[config.mk]
export PLATFORM = sky130hd
export DESIGN_NAME = ahblite_busmatrix_inputstage
export DESIGN_NICKNAME = d
export VERILOG_FILES = /design/src/rtl/ahblite_busmatrix_pkg.sv /design/src/rtl/ahblite_busmatrix_inputstage.sv
export SDC_FILE = /design/constraint.sdc
export NUM_CORES = 1
export LEC_CHECK = 0
export ABC_AREA = 1
export ABC_CLOCK_PERIOD_IN_PS = 1320
export CAP_MARGIN = 20
export CORE_UTILIZATION = 45
export CTS_CLUSTER_SIZE = 28
export DETAILED_ROUTE_END_ITERATION = 10
export GPL_ROUTABILITY_DRIVEN = 0
export PLACE_DENSITY_LB_ADDON = 0.3
export SLEW_MARGIN = 10
export SYNTH_ARGS = -nofsm -noshare
export SYNTH_HDL_FRONTEND = slang
export SYNTH_SLANG_ARGS = --single-unit
[constraint.sdc]
create_clock -name HCLK -period 1.32 [get_ports HCLK]
set_input_delay 0.264 -clock HCLK [delete_from_list [all_inputs] [get_ports HCLK]]
set_output_delay 0.264 -clock HCLK [all_outputs]
set_load 0.02 [all_outputs]
[src/rtl/ahblite_busmatrix_pkg.sv]
// Shared AHB-Lite bus matrix definitions: transfer codes,
// response codes, port IDs and the captured control bundle.
package ahblite_busmatrix_pkg;

  localparam logic [1:0] HTRANS_IDLE   = 2'b00;
  localparam logic [1:0] HTRANS_BUSY   = 2'b01;
  localparam logic [1:0] HTRANS_NONSEQ = 2'b10;
  localparam logic [1:0] HTRANS_SEQ    = 2'b11;

  localparam logic HRESP_OKAY  = 1'b0;
  localparam logic HRESP_ERROR = 1'b1;

  localparam logic [1:0] PORT_SYS = 2'b01;
  localparam logic [1:0] PORT_DMA = 2'b10;
  localparam logic [1:0] PORT_ACC = 2'b11;

  typedef struct packed {
    logic       hsel;
    logic [1:0] htrans;
    logic       hwrite;
    logic [2:0] hsize;
    logic [2:0] hburst;
    logic [3:0] hprot;
  } ctrl_t;

endpackage

[src/rtl/ahblite_busmatrix_inputstage.sv]
// Per-master input stage: holds an address phase until the
// target output stage grants it, and stalls the master meanwhile.
module ahblite_busmatrix_inputstage
  import ahblite_busmatrix_pkg::*;
#(
  parameter int ADDR_WIDTH = 32
) (
  input  logic                  HCLK,
  input  logic                  HRESET,
  input  logic                  HSEL,
  input  logic [ADDR_WIDTH-1:0] HADDR,
  input  logic [1:0]            HTRANS,
  input  logic                  HWRITE,
  input  logic [2:0]            HSIZE,
  input  logic [2:0]            HBURST,
  input  logic [3:0]            HPROT,
  input  logic                  HREADY,
  input  logic                  ACTIVE_DEC,
  input  logic                  HREADY_DEC,
  input  logic                  HREADYOUT_DEC,
  input  logic                  HRESP_DEC,
  output logic                  TRANS_HOLD,
  output logic                  HSEL_O,
  output logic [ADDR_WIDTH-1:0] HADDR_O,
  output logic [1:0]            HTRANS_O,
  output logic                  HWRITE_O,
  output logic [2:0]            HSIZE_O,
  output logic [2:0]            HBURST_O,
  output logic [3:0]            HPROT_O,
  output logic                  HREADYOUT,
  output logic                  HRESP
);

  logic                  hold_q, hold_d;
  logic                  data_phase_q, data_phase_d;
  logic [ADDR_WIDTH-1:0] addr_q, addr_d;
  ctrl_t                 ctrl_q, ctrl_d;
  ctrl_t                 ctrl_live, ctrl_o;

  logic trans_req;
  logic accept;
  logic capture;

  assign ctrl_live = '{hsel: HSEL, htrans: HTRANS, hwrite: HWRITE,
                       hsize: HSIZE, hburst: HBURST, hprot: HPROT};

  assign trans_req  = HSEL & HTRANS[1] & HREADY;
  assign TRANS_HOLD = hold_q | trans_req;
  assign accept     = TRANS_HOLD & ACTIVE_DEC & HREADY_DEC;
  assign capture    = ~hold_q & trans_req & ~accept;

  always_comb begin
    hold_d       = hold_q;
    data_phase_d = data_phase_q;
    addr_d       = addr_q;
    ctrl_d       = ctrl_q;
    if (capture) begin
      hold_d = 1'b1;
      addr_d = HADDR;
      ctrl_d = ctrl_live;
    end else if (hold_q && accept) begin
      hold_d = 1'b0;
    end
    // A new acceptance overlaps the previous data phase.
    if (accept)
      data_phase_d = 1'b1;
    else if (data_phase_q && HREADYOUT_DEC)
      data_phase_d = 1'b0;
  end

  always_ff @(posedge HCLK) begin
    if (HRESET) begin
      hold_q       <= 1'b0;
      data_phase_q <= 1'b0;
      addr_q       <= '0;
      ctrl_q       <= '0;
    end else begin
      hold_q       <= hold_d;
      data_phase_q <= data_phase_d;
      addr_q       <= addr_d;
      ctrl_q       <= ctrl_d;
    end
  end

  assign ctrl_o   = hold_q ? ctrl_q : ctrl_live;
  assign HADDR_O  = hold_q ? addr_q : HADDR;
  assign HSEL_O   = ctrl_o.hsel;
  assign HTRANS_O = ctrl_o.htrans;
  assign HWRITE_O = ctrl_o.hwrite;
  assign HSIZE_O  = ctrl_o.hsize;
  assign HBURST_O = ctrl_o.hburst;
  assign HPROT_O  = ctrl_o.hprot;

  always_comb begin
    HREADYOUT = 1'b1;
    if (hold_q || (trans_req && !accept))
      HREADYOUT = 1'b0;
    else if (data_phase_q)
      HREADYOUT = HREADYOUT_DEC;
  end

  assign HRESP = data_phase_q ? HRESP_DEC : HRESP_OKAY;

endmodule

* Yosys cells after proc, flatten, opt, wreduce, memory -nomap -nowiden
Index checks and enable logic that the tools add are counted.
** Storage, ports and cells
- Register bits after elaboration :: 48
- Input port bits :: 53
- Output and inout bits :: 49
- Word-level logic and storage cells :: 34
** Operators by class
- Muxes and demuxes :: 9
- Bitwise operators :: 9
- Reduce and logical (&&, ||, !) cells :: 7
** Operators with widths (number)
- 2-to-1 mux 32 bit :: 1
- 2-to-1 mux 14 bit :: 1
- 2-to-1 mux 1 bit :: 7
- AND 1 bit :: 6
- nonzero test 2 bit :: 2
- logical AND 1 bit :: 3
- inverter 1 bit :: 2
- logical NOT 1 bit :: 1
- logical OR 1 bit :: 1
- bitwise OR 1 bit :: 1

* Depth between registers and ports, before layout
Gate-level depths: netlist (run 1).
- Depth after elaboration :: 9
- Gate-level depth with buffers :: 8
- Gate-level depth less buffers :: 6

* Worst setup path before layout (run 1)
No wires, ideal clock.
- Path type :: flip-flop to output port
- Start :: reg hold_q
- End :: out HADDR_O[28]
- Arrival :: 1319 ps
- Data required time :: 1056 ps
- Path slack :: -263 ps
- Cell stages (with the launch flop) :: 6
- Buffers on the path :: 3
- Cells stage by stage :: dfxtp_1 -> buf_2 -> inv_2 -> buf_2 -> buf_2 -> o21ai_0
** Between the ends
- Longest elaborated chain between the ends :: 1
** Ends and longest elaborated chain
- from (decl) :: line ahblite_busmatrix_inputstage.sv:34 : logic hold_q, hold_d;
- from (signal assigned) :: line ahblite_busmatrix_inputstage.sv:78 : hold_q <= hold_d;
- 2-to-1 mux 32 bit :: line ahblite_busmatrix_inputstage.sv:86 : assign HADDR_O = hold_q ? addr_q : HADDR;
- to (decl) :: line ahblite_busmatrix_inputstage.sv:24 : output logic [ADDR_WIDTH-1:0] HADDR_O,
No other way between the ends.

* Final worst setup path (run 1)
- Start :: reg hold_q
- End :: out HADDR_O[0]
The elaborated chain is that of the path after synthesis.

==> results of run 1 <==
state kept, by name, indices dropped and copies added, names as in the netlist:
register      flops
hold_q            1
addr_q           32
ctrl_q           14
data_phase_q      1
path summary, 6_finish.rpt:
kind	end	cells past startpoint
max	HADDR_O[0]	5
min	ctrl_q[13]	2
max reg2reg	addr_q[10]	8
min reg2reg	ctrl_q[13]	2
worst max-delay path, cell delays in order (launching register included):
cell and delay (ns):
sky130_fd_sc_hd__dfxtp_4 0.40, sky130_fd_sc_hd__buf_12 0.16, sky130_fd_sc_hd__buf_12 0.14, sky130_fd_sc_hd__nand2_1 0.09
sky130_fd_sc_hd__o21ai_4 0.08, sky130_fd_sc_hd__buf_6 0.14
cell families (layout without fill, tap and decap cells):
logic type	count (synthesis)	count (layout)	synth area share, %
AO/OA/AOI/OAI	51	51	8.93
flip-flops	48	48	33.3
AND/OR/NAND/NOR	230	230	34.2
buffers and inverters	171	321	23.6
per-stage QoR:
step           power [mW]  utilization, %  hold slack [ns]
3_3_place_gp         2.62            71.8            0.436
3_5_place_dp         2.65            71.8            0.446
4_1_cts              3.48            71.8            0.460
5_1_grt              3.91            83.5            0.496
6_report             3.75            83.5            0.463
2_1_floorplan        2.09               -            0.333
cell type report:
cell class              instances  share of cell area, %
repair buffers                175                   35.8
clock buffers                   6                   1.63
well taps                      75                   1.85
clock inverters                 2                  0.198
multi-input cells             281                   30.9
inverters                     138                   10.5
flip-flops and latches         48                   19.1
layer usage:
layer,vias up,GRT usage (%)
li1,1784,-
met1,1638,28.0
met2,124,42.6
met3,19,4.73
met4,0,7.02
met5,-,0
repair_timing:
action / CTS / global route
endpoints found under the setup margin: 95 / 94
gates resized for setup: 286 / 168
gates cloned: 0 / 8
pin swaps: 2 / 10
endpoints found under the hold margin: 0 / 0
buffers inserted: 0 / 4
cells in the final DEF, fill, tap and decap left out:
| cell | n |
|---|---|
| sky130_fd_sc_hd__inv_1 | 132 |
| sky130_fd_sc_hd__nand2_1 | 121 |
| sky130_fd_sc_hd__buf_4 | 60 |
| sky130_fd_sc_hd__clkdlybuf4s50_1 | 50 |
| sky130_fd_sc_hd__buf_6 | 48 |
| sky130_fd_sc_hd__nor2_1 | 47 |
| sky130_fd_sc_hd__dfxtp_1 | 47 |
| sky130_fd_sc_hd__nand4_1 | 43 |
| sky130_fd_sc_hd__o21ai_2 | 28 |
| sky130_fd_sc_hd__nand2_2 | 15 |
| sky130_fd_sc_hd__o21ai_4 | 14 |
| sky130_fd_sc_hd__buf_12 | 8 |
| sky130_fd_sc_hd__clkbuf_8 | 6 |
| sky130_fd_sc_hd__o21ai_1 | 5 |
| sky130_fd_sc_hd__inv_2 | 5 |
| sky130_fd_sc_hd__clkbuf_16 | 5 |
| sky130_fd_sc_hd__a21oi_1 | 3 |
| sky130_fd_sc_hd__clkinv_2 | 2 |
| sky130_fd_sc_hd__dlygate4sd2_1 | 2 |
| sky130_fd_sc_hd__clkinv_8 | 1 |
| sky130_fd_sc_hd__nand2_4 | 1 |
| sky130_fd_sc_hd__nor2_4 | 1 |
| sky130_fd_sc_hd__a211oi_2 | 1 |
| sky130_fd_sc_hd__nand3_4 | 1 |
| sky130_fd_sc_hd__and3_1 | 1 |
| sky130_fd_sc_hd__dfxtp_4 | 1 |
| sky130_fd_sc_hd__buf_2 | 1 |
| sky130_fd_sc_hd__buf_8 | 1 |
report_power, final:
group	leakage [nW]	internal, mW	switching (mW)
clock network	0.0510	0.419	0.485
registers	0.392	1.52	0.0404
logic	2.07	0.660	0.634
==> metrics.sh, run 1 <==
SYNTH.YOSYS.SEQ_AREA_SHARE_PCT=33.3
GRT_MAX_DEGREE=47
CRITPATHARRIVALTIME_NS=1.31
DRT.ANTENNA.VIOLATING_NETS=0
ROUTE.MET2.WL_UM=4890
POWER.DENSITY_CELL_AREA_nW_PER_UM2=742
SYNTH.AREA.TOP_CELLS='sky130_fd_sc_hd__dfxtp_1 (33%), sky130_fd_sc_hd__nand2_1 (18%), sky130_fd_sc_hd__inv_1 (17%)'
VDD_DROP_MAX_mV=0.475
ASYNC_FLOP_SHARE_PCT=0
ROUTE.DETAILED.VIAS_PER_INST=4.92
TIMING_WORST_SLEW_PIN_VALUE_NS=0.368
LEAKAGEPOWER_nW=2.51
INSERTEDDIODECOUNT=0
GRT_PASS1_WL_UM=12500
CTS_HOLD_BUF=0
DIE_X_UM=82.1
RSZ_0062_RAISED_AFTER_GLOBAL_ROUTING='yes'
DRC_ERRORS=0
INITIAL_UTILIZATION_PCT=47.6
FINISH.CELL_COUNT_WITHOUT_FILLERS=725
YOSYSMOSTFREQUENTCELL='sky130_fd_sc_hd__nand2_1'
SYNTHDOMINANTAREACELLTYPE='sky130_fd_sc_hd__dfxtp_1'
NUM-FILL-CELLS=374
MAX_FANOUT_ON_CRITICAL_PATH=10
CP.REQUIRED_NS=1.06
SYNTHESIS.AREA_UM2=2890
WORSTSETUPPATHTYPE='flop to output pin'
ROUTE.TOP_LAYER_USED='met4'
PLACED_CELL_AREA_UM2=4350
DIE_AREA_UM2=6740
DPL.CELL_COUNT=705
FLOORPLAN.ROWS=28
FAILED_CHECKS='setup timing'
TOTALNEGATIVESETUPSLACK_NS=-15.83
DETAIL_ROUTE.FIRST_PASS.ITERATIONS=5
SEQCELLAREA_UM2=965
DIEHEIGHT_UM=82.1
CTS-HTREE-LEVELS=2
SHARE_OF_THE_SYNTHESIZED_AREA_IN_THE_TOP_CELL_TYPE_PCT=33.3
TIMING.FINAL.MAX_SLEW_VIOLATIONS=0
CTS_MADE_BUFFERS=5
SYNTHESIS.YOSYS.WARNINGS=0
ROUTED-WL-MET3_UM=636
MULTI_INPUT_AREA_UM2=1570
DRT_ITER0_MARKERS=269
LAYOUT_WORST_PATH_CYCLE_SHARE_PCT=119
INPUT_OUTPUT_BUFFERS=101
FIN_AREA_UM2=5060
SYNTH-EDFF-COUNT=0
SYNTH.DISTINCT_CELLS=16
CLOCK_INSERTION_DELAY_WORST_SKEW_NS=0.30
HP-START='ctrl_q[13]'
VIAS=3565
CRITICAL_PATH.REG2REG.STARTPOINT='hold_q'
POST_SYNTH_MOST_FREQUENT_CELLS='sky130_fd_sc_hd__nand2_1 (137), sky130_fd_sc_hd__inv_1 (133), sky130_fd_sc_hd__dfxtp_1 (48)'
CTS_MAX_PATH_BUFS=2
TIMING.CRITICAL_PATH.FROM_TYPE='flop'
OUTCOME='finished with violations'
DESIGN.PORTCOUNT=102
OVERFLOW=0
FINALSETUPVIOLATIONS=94
CLOCK_SINKS=48
ROUTED_WIRE_LENGTH_PER_INSTANCE_UM=13.2
SLEW_HEADROOM_PCT=75.4
TIMING.FINAL.WS_SETUP_NS=-0.251
CLK_ROOT_BUFFER_CELL='sky130_fd_sc_hd__clkbuf_8'
AVGSYNTHCELLAREA_UM2=5.78
TRITONCTS='built'
FF2FF_SETUP_SLACK_NS=-0.24
FINALCLOCKSKEW_NS=0.00293
GLOBAL_ROUTE.USAGE.TOTAL_PCT=23.6
YS_FF_LATCH=48
M1WIRELENGTH_UM=3840
NUMBER_OF_ENDPOINTS_WITH_NEGATIVE_HOLD_SLACK_IN_THE_FINAL_REPORT=0
DETAILEDPLACEMENTHPWL_UM=5320
DESIGN.CORE.AREA_UM2=6060
FMAX_MHz=637
DPL_WORST_SLACK_NS=-0.734
NUMBER_OF_GLOBAL_ROUTE_VIAS_BEFORE_REPAIR=2988
GRT_ANTENNA_BEFORE_REPAIR=0
ROUTED_WL_UM=9550
POST_SYNTH_INST_COUNT=500
FIN_CRIT_NS=1.57
CRITICAL_PATH.ENDPOINT_TYPE='output pin'
CAP_VIOLATIONS=0
YS.FLOP_TYPE='sky130_fd_sc_hd__dfxtp_1'
SYNTH_FP_NETS=553
SYN_TO_FINAL_GROWTH_PCT=75.3
LAYOUT_CELLS_SIZED_ABOVE_1_PCT=30.6
MIN-DELAY-PATH-CLASS='flop to flop'
CP-STARTPOINT='hold_q'
NETS=702
CLK_PIN_SLEW_NS=0.09
Power figures use the tool's default switching activity.
==> inputs of run 2 (changes only) <==
- ABC_CLOCK_PERIOD_IN_PS: 1320 -> 1900
- CORE_UTILIZATION: 45 -> 49
- clock period: 1.32 -> 1.9 ns (I/O delays scaled with it)
==> run 2 against run 1 <==
  * The run now ends clean
  * Final cell count down 3.2%
  * Power down 38%
  * Non-clock buffer count down 19
  * Sequential share of layout area up 3.4 points
  * Hold slack better by 0.012 ns
  * Sequential power down 31%
  * Count of clock-buffer cells in the layout unchanged
  * Register-to-register slack better by 0.66 ns
  * Routed wire length down 16%
  * Global-route usage up 2.8 points
  * Critical endpoint is now HADDR_O[1]
  * Largest cell class unchanged
  * Largest power group unchanged
==> metrics.sh, run 2 (same netlist as run 1, synthesis figures left out) <==
LAYOUT_COMMON_CELLS='sky130_fd_sc_hd__nand2_1 (137), sky130_fd_sc_hd__inv_1 (132), sky130_fd_sc_hd__clkdlybuf4s50_1 (52)'
DESIGN.CORE.AREA_UM2=5610
NUMBER_OF_GLOBAL_ROUTE_VIAS_BEFORE_REPAIR=3095
ROUTED_WIRE_LENGTH_PER_INSTANCE_UM=11.4
GRT_ANTENNA_BEFORE_REPAIR=0
FMAX_MHz=540
OVERFLOW=0
FLOORPLAN.ROWS=27
GLOBAL_ROUTE.USAGE.TOTAL_PCT=26.4
RSZ_0062_RAISED_AFTER_GLOBAL_ROUTING='yes'
CTS_MADE_BUFFERS=5
SLEW_HEADROOM_PCT=76.2
SYN_TO_FINAL_GROWTH_PCT=49.0
DRT.ANTENNA.VIOLATING_NETS=0
DRT_ITER0_MARKERS=181
REGMOSTFLOPS='addr_q'
CRITICAL_PATH.REG2REG.STARTPOINT='hold_q'
GRT_MAX_DEGREE=47
TOTALNEGATIVESETUPSLACK_NS=0
FIN_AREA_UM2=4300
PLACED_CELL_AREA_UM2=4300
TIMING.FINAL.MAX_SLEW_VIOLATIONS=0
CLOCK_SINKS=48
INITIAL_UTILIZATION_PCT=51.5
DIEHEIGHT_UM=78.8
DETAIL_ROUTE.FIRST_PASS.ITERATIONS=5
NUMBER_OF_ENDPOINTS_WITH_NEGATIVE_HOLD_SLACK_IN_THE_FINAL_REPORT=0
POST-CTS-SETUP-BUFFER-COUNT=0
NUM-FILL-CELLS=452
CLK_ROOT_BUFFER_CELL='sky130_fd_sc_hd__clkbuf_8'
LAYOUT_CELLS_SIZED_ABOVE_1_PCT=13.7
VDD_DROP_MAX_mV=0.447
TOTALPOWERFINAL_mW=2.32
TRITONCTS='built'
HOLD_WS_NS=0.475
VIAS=3367
TIMING.HOLD.WORST_ENDPOINT='ctrl_q[13]'
ROUTED_WL_UM=8010
LARGESTREGISTERS='addr_q: 32 flops, ctrl_q: 14 flops'
NETS=683
CTS_MAX_PATH_BUFS=2
CLK_PIN_SLEW_NS=0.08
POWER.DENSITY_CELL_AREA_nW_PER_UM2=540
LAYOUT_WORST_PATH_CYCLE_SHARE_PCT=97.4
GRT_PASS1_WL_UM=13200
FF2FF_SETUP_SLACK_NS=0.42
LAYOUT.CELLS.MOST_COMMON='sky130_fd_sc_hd__nand2_1'
REG2REG_DEPTH=7
CLOCK_INSERTION_DELAY_WORST_SKEW_NS=0.29
CAP_VIOLATIONS=0
TIMING_WORST_SLEW_PIN_VALUE_NS=0.357
DIE_AREA_UM2=6200
DESIGN.PORTCOUNT=102
DETAILEDPLACEMENTHPWL_UM=5680
FIN_CRIT_NS=1.85
LARGEST_REGISTER_FF_COUNT=32
MAX_FANOUT_ON_CRITICAL_PATH=2
DRC_ERRORS=0
CP.REQUIRED_NS=1.52
LEAKAGEPOWER_nW=2.24
ROUTE.DETAILED.VIAS_PER_INST=4.80
FINALSETUPVIOLATIONS=0
WORST_HOLD_PATH.NUM_CELLS=2
FINALCLOCKSKEW_NS=0.00614
HP-START='ctrl_q[13]'
CRITPATHARRIVALTIME_NS=1.47
INSERTEDDIODECOUNT=0
OUTCOME='finished clean'
DIE_X_UM=78.8
CTS-HTREE-LEVELS=2
R2R-END='addr_q[26]'
WORSTSETUPPATHTYPE='input pin to output pin'
FINAL_CORE_UTILIZATION_PCT=76.7
INPUT_OUTPUT_BUFFERS=101
CRITICAL_PATH.ENDPOINT_TYPE='output pin'
MIN-DELAY-PATH-CLASS='flop to flop'
TIMING.CRITICAL_PATH.FROM_TYPE='input pin'
==> run 2: cell types whose count changed in the layout (fill, tap and decap cells not counted), sizes merged <==
cell / delta
inv: +1
dlymetal6s2s: +1
clkinv: -2
dlygate4sd2: +31
buf: -62
clkbuf: +7
clkdlybuf4s15: +2
clkdlybuf4s50: +2
==> run 2: how the worst max path moves through the flow <==
stage / from / end / slack (ns) / depth (start not counted)
finish: HADDR[1] / HADDR_O[1] / 0.05 / 4
global route: HREADY_DEC / HREADYOUT / -0.007 / 4
CTS: HTRANS[1] / TRANS_HOLD / 0.0008 / 4
detailed placement: HTRANS[1] / TRANS_HOLD / -0.46 / 4
global placement: HREADY_DEC / HREADYOUT / -0.43 / 4
floorplan: HREADY_DEC / HREADYOUT / 0.13 / 4
==> run 2: area by class of cell <==
class | instances | area, um^2 | share of cell area [%]
Tap cell | 72 | 90.1 | 2.09
Clock buffer | 6 | 72.6 | 1.69
Sequential cell | 48 | 965 | 22.4
Multi-Input combinational cell | 281 | 1250 | 29.1
Clock inverter | 1 | 5.00 | 0.116
Inverter | 138 | 518 | 12.0
Timing Repair Buffer | 156 | 1400 | 32.5
==> run 2: per-layer routing <==
| metal | wire length [um] | GRT usage [%] | up-vias |
|---|---|---|---|
| li1 | - | - | 1736 |
| met1 | 3290 | 29.9 | 1511 |
| met2 | 4050 | 50.9 | 118 |
| met3 | 644 | 5.75 | 2 |
| met4 | 22 | 3.89 | 0 |
| met5 | 0 | 0 | - |
==> run 2: worst max-delay path: stages <==
cell and delay [ns]:
sky130_fd_sc_hd__clkdlybuf4s50_1 0.47, sky130_fd_sc_hd__inv_1 0.05, sky130_fd_sc_hd__o21ai_0 0.19, sky130_fd_sc_hd__dlygate4sd2_1 0.37
==> run 2: metrics by stage <==
stage          setup WS (ns)  std cells
6_report              0.0490        702
5_1_grt             -0.00742        702
2_1_floorplan          0.134        500
3_3_place_gp          -0.435        695
3_5_place_dp          -0.456        695
4_1_cts             0.000819        702
==> run 2: what timing repair did <==
item                                    4_1_cts  5_1_grt
endpoints found under the setup margin       51       34
resized for setup                            58       44
hold buffers                                  0        0
==> run 2: power by group <==
group | switching, mW | internal [mW]
Clock | 0.311 | 0.251
Combinational | 0.364 | 0.319
Sequential | 0.0260 | 1.05
==> RTL change, RTL diff (flow settings as in run 1) <==
The parameter `ADDR_WIDTH` goes from 32 to 36.
--- a/src/rtl/ahblite_busmatrix_inputstage.sv
+++ b/src/rtl/ahblite_busmatrix_inputstage.sv
@@ -5,3 +5,3 @@
 #(
-  parameter int ADDR_WIDTH = 32
+  parameter int ADDR_WIDTH = 36
 ) (
Interface: changed (resized HADDR and HADDR_O); port bits go from 102 to 110. No check against the original RTL was run, so the function may have changed too.
==> RTL change against run 1 <==
The flow still finishes with violations (setup timing); synthesized area increased by 9.8%; setup slack got worse by 0.059 ns; clock power decreased by 2%; total power increased by 9.4%; wire length increased by 46%; sequential cell count increased by 4; final area increased by 14%.
==> RTL change: results (changes against run 1) <==
| Metric | Value |
|---|---|
| Outcome | `finished with violations` |
| Violations in the final reports | `setup timing` |
| Global-route wire length before repair | `15600 um (+25%)` |
| Worst ir drop on vdd | `0.446 mV (-6.1%)` |
| Synth unique cells | `17 (+1)` |
| GRT Util Overall | `0.264 (+0.0275)` |
| Initial drt markers | `309 (+15%)` |
| Worst path setup slack after routing | `-0.310 ns (-0.0593 ns)` |
| Detailed-router iteration count before antenna repair | `7 (+2)` |
| Placed instance count | `779 (+10%)` |
| Wire length per cell after detailed routing | `17.0 um (+29%)` |
| Path type of the worst min-delay path | `input pin to flop` |
| Count of sequential standard cells | `52 (+8.3%)` |
| Mapped Nets | `600 (+8.5%)` |
| Antenna cells | `0 (unchanged)` |
| Leading registers by flop count | `addr_q (36), ctrl_q (14)` |
| Largest net degree at the start of global routing | `50 (+6.4%)` |
| Ratio of cells with drive above 1 in the final layout | `0.318 (+0.0115)` |
| H-tree depth | `2 (unchanged)` |
| Count of clock-net buffers in the final layout | `6 (unchanged)` |
| Area occupied by multi-input gates | `1730 um2 (+11%)` |
| Critical path peak fanout | `8 (-2)` |
| Non-clk bufs | `209 (+19%)` |
| Fraction of registers with async set/reset | `0 (unchanged)` |
| Setup Skew | `0.00239 ns (-0.000541 ns)` |
| Clk pwr share | `0.216 (-0.025)` |
| Mapped Cells | `543 (+8.6%)` |
| Number of multi-input logic gates | `306 (+8.9%)` |
| Pleak | `2.92 nW (+16%)` |
| Largest cells by area after synthesis | `dfxtp_1 (33%), nand2_1 (18%), inv_1 (17%)` |
| Worst slew pin tran | `0.327 ns (-0.0412 ns)` |
| Final-layout non-clock buffer area share | `0.383 (+0.0246)` |
| DP Worst Slack | `-0.781 ns (-0.0468 ns)` |
| Power in the clock group | `0.889 mW (-2%)` |
| Post-detail-place hpwl | `6180 um (+16%)` |
| Sw Pwr | `1.35 mW (+16%)` |
| Vias in the first global route | `3511 (+18%)` |
| Arr. time, crit path | `1.37 ns (+0.06 ns)` |
| Non-clock inverter count in the final layout | `150 (+8.7%)` |
| Sequential share of the synthesized area | `0.328 (-0.00442)` |
| Number of cells on the worst reg-to-reg path | `9 (+1)` |
| Via density per instance | `5.36 (+9.0%)` |
| Clock slew at reported path FFs | `0.09 ns (about the same)` |
| Hold depth | `3 (+1)` |
| Clock Latency Late Sink | `0.31 ns` |
| Area occupied by registers | `1040 um2 (+8.3%)` |
| Count of fill cells added during filler insertion | `355 (-5.1%)` |
| Total setup violations reported at the end of the flow | `102 (+8.5%)` |
| Seq power | `1.70 mW (+9%)` |
| Top cells by count, synth | `nand2_1 (150), inv_1 (147), dfxtp_1 (52), o21ai_0 (52), nor2_1 (50)` |
| Number of input and output port buffers inserted | `109 (+7.9%)` |
| Detailed Route WL | `13900 um (+46%)` |
| Share of final layout cell area taken by clock buffers and inverters | `0.0135 (-0.00480)` |
[RTL change: cell types whose count changed in the layout (fill, tap and decap cells not counted), sizes merged, moves of 3 or more]
| cell | delta |
|---|---|
| buf | +27 |
| dfxtp | +4 |
| inv | +13 |
| nand2 | +14 |
| nand4 | +4 |
| nor2 | +3 |
| o21ai | +5 |
[RTL change: path summary, 6_finish.rpt]
path                                               from                       to  slack, ns
worst max-delay path                hold_q$_SDFFE_PP0P_              HADDR_O[29]      -0.31
worst min-delay path                         ACTIVE_DEC      hold_q$_SDFFE_PP0P_       0.43
worst max register to register      hold_q$_SDFFE_PP0P_  addr_q[25]$_SDFFE_PP0P_      -0.26
worst min register to register  ctrl_q[13]$_SDFFE_PP0P_  ctrl_q[13]$_SDFFE_PP0P_       0.52
[RTL change: layer usage]
layer  global-route usage  share of wire  routed length [um]
met5                    0              0                   0
met1                0.313           0.35                4860
met4               0.0924          0.054                 749
met3               0.0491          0.099                1380
met2                0.474           0.50                6940
[RTL change: stage by stage]
step / hold WS [ns] / instance area, um2 / TNS [ns]
after global routing: 0.436 / 5750 / -21.08
after global placement: 0.439 / 4770 / -58.40
after floorplan: 0.333 / 3190 / -1.99
after detailed placement: 0.468 / 4770 / -62.73
after CTS: 0.399 / 4860 / -11.25
final: 0.429 / 5750 / -17.87
[RTL change: cell families (layout without fill, tap and decap cells)]
logic type / Yosys count / after routing / synth area share
compound gates: 56 / 56 / 0.0892
buf+inv: 185 / 366 / 0.242
flops: 52 / 52 / 0.328
simple gates: 250 / 250 / 0.341
[RTL change: timing repair]
| action | CTS | global route |
|---|---|---|
| resized for setup | 286 | 176 |
| gates cloned | 4 | 12 |
| hold buffers | 0 | 0 |
| pin swaps | 2 | 22 |
| buffers inserted | 4 | 14 |
| setup endpoints to repair | 103 | 102 |
